$ cat config.mk
export PLATFORM = sky130hd
export DESIGN_NAME = seq_divider
export DESIGN_NICKNAME = d
export VERILOG_FILES = /design/src/rtl/seq_divider.sv
export SDC_FILE = /design/constraint.sdc
export NUM_CORES = 1
export LEC_CHECK = 0
export ABC_AREA = 1
export CORE_ASPECT_RATIO = 1.4
export CORE_UTILIZATION = 53
export DETAILED_ROUTE_END_ITERATION = 10
export PLACE_DENSITY = 0.8
export SYNTH_ARGS = -nofsm -noshare
export SYNTH_HDL_FRONTEND = slang
export SYNTH_SLANG_ARGS = --single-unit
$ cat constraint.sdc
create_clock -name clk -period 1.9 [get_ports clk]
set_input_delay 0.285 -clock clk [delete_from_list [all_inputs] [get_ports clk]]
set_output_delay 0.285 -clock clk [all_outputs]
set_load 0.05 [all_outputs]
$ cat src/rtl/seq_divider.sv
// seq_divider: multicycle signed restoring divider for the HI/LO registers.
// lo = quotient (truncated toward zero), hi = remainder (sign of dividend).
// One restoring step per clock, WIDTH steps, then a sign-fix cycle.
// Optional build macro SEQ_DIVIDER_UNSIGNED_EN adds the div_unsigned port (DIVU).
module seq_divider #(
   parameter int WIDTH = 32
) (
   input  logic             clk,
   input  logic             rst,
   input  logic             div_start,
   input  logic [WIDTH-1:0] dividend,
   input  logic [WIDTH-1:0] divisor,
`ifdef SEQ_DIVIDER_UNSIGNED_EN
   input  logic             div_unsigned,
`endif
   output logic             div_end,
   output logic [WIDTH-1:0] hi,
   output logic [WIDTH-1:0] lo,
   output logic             div_by_zero
);

   localparam int CW = $clog2(WIDTH);

   typedef enum logic [1:0] {
      IDLE,
      CALC,
      FIX,
      DONE
   } state_t;

   state_t state, state_n;

   logic             start_q;
   logic             start_ev;
   logic             uns;
   logic             load;
   logic             zero_hit;
   logic             step;
   logic             fix;
   logic [CW-1:0]    count;
   logic [WIDTH-1:0] rem;
   logic [WIDTH-1:0] quo;
   logic [WIDTH-1:0] dvs;
   logic             sign_q;
   logic             sign_r;
   logic [WIDTH-1:0] dvd_mag;
   logic [WIDTH-1:0] dvs_mag;
   logic [WIDTH:0]   rem_sh;
   logic             trial_ok;

`ifdef SEQ_DIVIDER_UNSIGNED_EN
   assign uns = div_unsigned;
`else
   assign uns = 1'b0;
`endif

   assign start_ev = div_start & ~start_q;

   // Operand magnitudes; the most negative value maps to 2^(WIDTH-1) unsigned.
   assign dvd_mag = (!uns && dividend[WIDTH-1]) ? -dividend : dividend;
   assign dvs_mag = (!uns && divisor[WIDTH-1])  ? -divisor  : divisor;

   // Shifted partial remainder needs one extra bit so unsigned divisors near
   // 2^WIDTH still compare correctly; the subtraction result always fits WIDTH.
   assign rem_sh   = {rem, quo[WIDTH-1]};
   assign trial_ok = (rem_sh >= {1'b0, dvs});

   // State register.
   always_ff @(posedge clk) begin
      if (rst) state <= IDLE;
      else     state <= state_n;
   end

   // Start edge detector register.
   always_ff @(posedge clk) begin
      if (rst) start_q <= 1'b0;
      else     start_q <= div_start;
   end

   // Next-state logic and datapath control strobes.
   always_comb begin
      state_n  = state;
      load     = 1'b0;
      zero_hit = 1'b0;
      step     = 1'b0;
      fix      = 1'b0;
      case (state)
         IDLE: begin
            if (start_ev) begin
               if (divisor == '0) begin
                  zero_hit = 1'b1;
               end else begin
                  load    = 1'b1;
                  state_n = CALC;
               end
            end
         end
         CALC: begin
            step = 1'b1;
            if (count == CW'(WIDTH - 1)) state_n = FIX;
         end
         FIX: begin
            fix     = 1'b1;
            state_n = DONE;
         end
         DONE: state_n = IDLE;
         default: state_n = IDLE;
      endcase
   end

   // Datapath: operand latch, restoring steps, sign fix and result flags.
   always_ff @(posedge clk) begin
      if (rst) begin
         rem         <= '0;
         quo         <= '0;
         dvs         <= '0;
         count       <= '0;
         sign_q      <= 1'b0;
         sign_r      <= 1'b0;
         hi          <= '0;
         lo          <= '0;
         div_end     <= 1'b0;
         div_by_zero <= 1'b0;
      end else begin
         div_end     <= fix;
         div_by_zero <= zero_hit;
         if (load) begin
            dvs    <= dvs_mag;
            quo    <= dvd_mag;
            rem    <= '0;
            count  <= '0;
            sign_q <= ~uns & (dividend[WIDTH-1] ^ divisor[WIDTH-1]);
            sign_r <= ~uns & dividend[WIDTH-1];
         end else if (step) begin
            rem   <= trial_ok ? (rem_sh[WIDTH-1:0] - dvs) : rem_sh[WIDTH-1:0];
            quo   <= {quo[WIDTH-2:0], trial_ok};
            count <= count + CW'(1);
         end
         if (fix) begin
            lo <= sign_q ? -quo : quo;
            hi <= sign_r ? -rem : rem;
         end
      end
   end

endmodule

==> results_dict.tcl <==
set metrics [dict create \
    status "finished with violations" \
    violations "setup timing" \
    vias 16900 \
    worstSetupPathType "flip-flop to flip-flop" \
    r2r_start "quo[31]$_SDFFE_PP0P_" \
    tightest_slew_ns 0.606 \
    synthSimpleGateAreaFrac_pct 35.8 \
    synthTopCellsByCount "582 x nand2_1, 322 x inv_1, 204 x nor2_1, 178 x nand3_1, 172 x dfxtp_1" \
    multi_input_area_um2 9170 \
    grt_pass1_wl_um 79000 \
    worst_hold_path.endpoint "dvs[0]$_SDFFE_PP0P_" \
    areaGrowthSynthToFinish_pct 51.5 \
    wire_per_inst_um 19.5 \
    start_util_pct 53.9 \
    relSlewSlack_pct 59.6 \
    end_kind "flip-flop" \
    fp.dieH_um 187 \
    synth_fa_ha_area_share_pct 4.12 \
    skew_ns 0.0206 \
    cts_tree "built" \
    finalSetupTns_ns -11.05 \
    wl_um 57300 \
    hp-class "primary input to flip-flop" \
    synth_cells 2155 \
    r2r-end "rem[12]$_SDFFE_PP0P_" \
    cts-root-buf "clkbuf_16" \
    h-tree-depth 4 \
    slowest_stage "dfxtp_2" \
    setup_violations 46 \
    reg2regPathDepth 14 \
    nets 2725 \
    holdBufCountCts 0 \
    synth.most_common_cell "nand2_1" \
    numCtsBuffers 17 \
    finish.utilization_pct 81.7 \
    final-instance-count-excl-fill 2940 \
    grtUsageTotal_pct 40.7 \
    crit_fanout 3 \
    synth_mux_area_share_pct 0 \
    synth-edff-count 0 \
    worstSkewPairLatency_ns 0.47 \
    ant_nets 0 \
    worstHoldPathCells 3 \
    fillers 1622 \
    io_pins 133 \
    layout-drive-gt1-share_pct 29.8 \
    synth_compound_area_share_pct 14.6 \
    cp_top_family "simple AND/OR/NAND/NOR gates" \
    p_comb_share_pct 72.6 \
    rsz0062_at_grt "true" \
    critical-path-max-stage-delay_ns 0.34 \
    drc 0 \
    fp.dieW_um 134 \
    p_sw_mw 17.5 \
    switching_share_pct 50.7 \
    min_from "divisor[0]" \
    yosysWarnings 0 \
    synth_top_family_by_area "simple AND/OR/NAND/NOR gates" \
    dr.pass1.iters 9 \
    core_um2 24000 \
    vias_per_cell 5.73 \
    drtIter0Drc 1530 \
    port-buffer-count 132 \
    synth-seq-cells 172 \
    ir_drop_mv 1.25 \
    power.leakage_nw 10.3 \
    drv_cap 0 \
    power.density_nw_per_um2 1760 \
    cp.arrival_ns 2.74 \
    crit_chain "inv_2, ha_4, fa_2, inv_2, nand3_2, nand3_4, buf_6, nand2_2, nand3_2, buf_6, xnor2_4, nand2_1, nand3_1, a21oi_1" \
    grt_overflow_total 0 \
    min_period_over_period_pct 126 \
    rows 67 \
    gp_congestion 1.02 \
    yosys.area.top_type "dfxtp_1" \
    clk_pin_slew_ns 0.08 \
    worstSetupStartpointType "flip-flop" \
    synthDistinctLibCells 49 \
    netlist_top_cells_area "dfxtp_1 27%, nand2_1 17%, inv_1 9.3%" \
    min_period_ns 2.39 \
    dp_hpwl_um 38100 \
    syn_nets 2264 \
    antenna_found_initial 1 \
    internal_power_mw 17.0 \
    grt_max_degree 86 \
    cts_sinks 172 \
    setup_ws_ns -0.486 \
    synth_xor_area_share_pct 6.10 \
    dp.cells 2861 \
    r2r_slack_ns -0.49 \
    yosysTopAreaCellShare_pct 26.6 \
    sequentialPowerShare_pct 16.3 \
    timing.critical_path.buf_inv 4 \
    hold_viol_final 0 \
    syn_avg_cell_area_um2 6.00 \
    pwr-share-clk_pct 11.1 \
    required_ns 2.25 \
    die-area_um2 25000 \
    max_freq_ghz 0.419 \
    grt_pass1_vias 16000 \
    seqCellArea_um2 3520 \
    ys.flop_type "dfxtp_1" \
    clockBufferDepth 2 \
    synth-seq-area-share_pct 26.6 \
    postSynth.asyncResetShare_pct 0 \
    syn_area_um2 12900 \
    slew_viol_final 0 \
]
## what timing repair did
| item | 4_1_cts | 5_1_grt |
|---|---|---|
| buffers inserted | 18 | 26 |
| gates resized for setup | 189 | 287 |
| cloned | 0 | 2 |
| setup endpoints to repair | 66 | 151 |
| pin swaps | 34 | 77 |
## worst max-delay path by stage
stage | end | slack (ns) | depth (start not counted) | from
finish | rem[12]$_SDFFE_PP0P_ | -0.49 | 14 | quo[31]$_SDFFE_PP0P_
global route | rem[12]$_SDFFE_PP0P_ | -0.51 | 14 | quo[31]$_SDFFE_PP0P_
CTS | rem[18]$_SDFFE_PP0P_ | -0.23 | 13 | quo[31]$_SDFFE_PP0P_
detailed placement | rem[30]$_SDFFE_PP0P_ | -0.53 | 15 | quo[31]$_SDFFE_PP0P_
global placement | rem[26]$_SDFFE_PP0P_ | -0.52 | 11 | dvs[2]$_SDFFE_PP0P_
floorplan | rem[27]$_SDFFE_PP0P_ | 0.003 | 17 | dvs[18]$_SDFFE_PP0P_
## power groups by stage
| stage | clock (mW) | combinational, mW | sequential [mW] |
|---|---|---|---|
| 2_1_floorplan | 0 | 10.3 | 7.11 |
| 3_3_place_gp | 0 | 19.6 | 5.45 |
| 3_5_place_dp | 0 | 19.9 | 5.48 |
| 4_1_cts | 3.79 | 22.0 | 5.47 |
| 5_1_grt | 3.98 | 26.7 | 5.69 |
| 6_report | 3.83 | 25.1 | 5.62 |
## area by class of cell
cell class | count | area share, %
diodes | 1 | 0.0128
clock buffers | 17 | 2.17
clock inverters | 15 | 1.12
inverters | 333 | 6.47
multi-input cells | 1569 | 46.8
flip-flops and latches | 172 | 18.0
well taps | 310 | 1.98
repair buffers | 523 | 23.4
## metal layers
metal / track usage [%] / vias up / part of all wire [%]
li1: - / 7788 / -
met1: 36.9 / 7671 / 32
met2: 75.7 / 952 / 49
met3: 5.85 / 439 / 6.6
met4: 38.7 / 0 / 12
met5: 0 / - / 0
## kinds of logic (layout without fill, tap and decap cells)
group,count (synthesis),count (layout)
buffers and inverters,414,888
other,0,1
xor gates and xnor gates,90,90
DFF,172,172
and+or+nand+nor,1081,1081
AOI/OAI and AO/OA,356,356
adders and majority gates,42,42
## per-stage QoR
stage	power (mW)	worst slack [ns]	instance area, um2	hold slack [ns]
2_1_floorplan	17.4	0.00300	13000	0.410
3_3_place_gp	25.1	-0.516	17100	0.452
3_5_place_dp	25.4	-0.528	17100	0.470
4_1_cts	31.3	-0.226	18500	0.303
5_1_grt	36.4	-0.513	19600	0.260
6_report	34.5	-0.486	19600	0.222
## state kept, by name, indices dropped and copies added (netlist names)
register     flops
hi              32
quo             32
div_end          1
sign_r           1
count            5
lo              32
div_by_zero      1
start_q          1
sign_q           1
dvs             32
rem             32
state            2
## worst register-to-register path, delay by kind of cell (launching register included)
| family | cells | cell delay, ns |
|---|---|---|
| buffers and inverters | 4 | 0.53 |
| xor gates and xnor gates | 1 | 0.34 |
| AOI/OAI and AO/OA | 1 | 0.07 |
| DFF | 1 | 0.34 |
| and+or+nand+nor | 6 | 0.54 |
| adders and majority gates | 2 | 0.48 |
## layout by cell type, fill, tap and decap left out, types with 41 or more instances in the layout
| master | count |
|---|---|
| a21oi_1 | 151 |
| buf_4 | 363 |
| clkdlybuf4s50_1 | 65 |
| dfxtp_1 | 123 |
| dfxtp_2 | 41 |
| dlymetal6s2s_1 | 48 |
| inv_1 | 281 |
| inv_2 | 44 |
| nand2_1 | 497 |
| nand2_2 | 73 |
| nand3_1 | 154 |
| nor2_1 | 167 |
| o21ai_0 | 126 |
| xor2_1 | 73 |
Power figures use the tool's default switching activity.
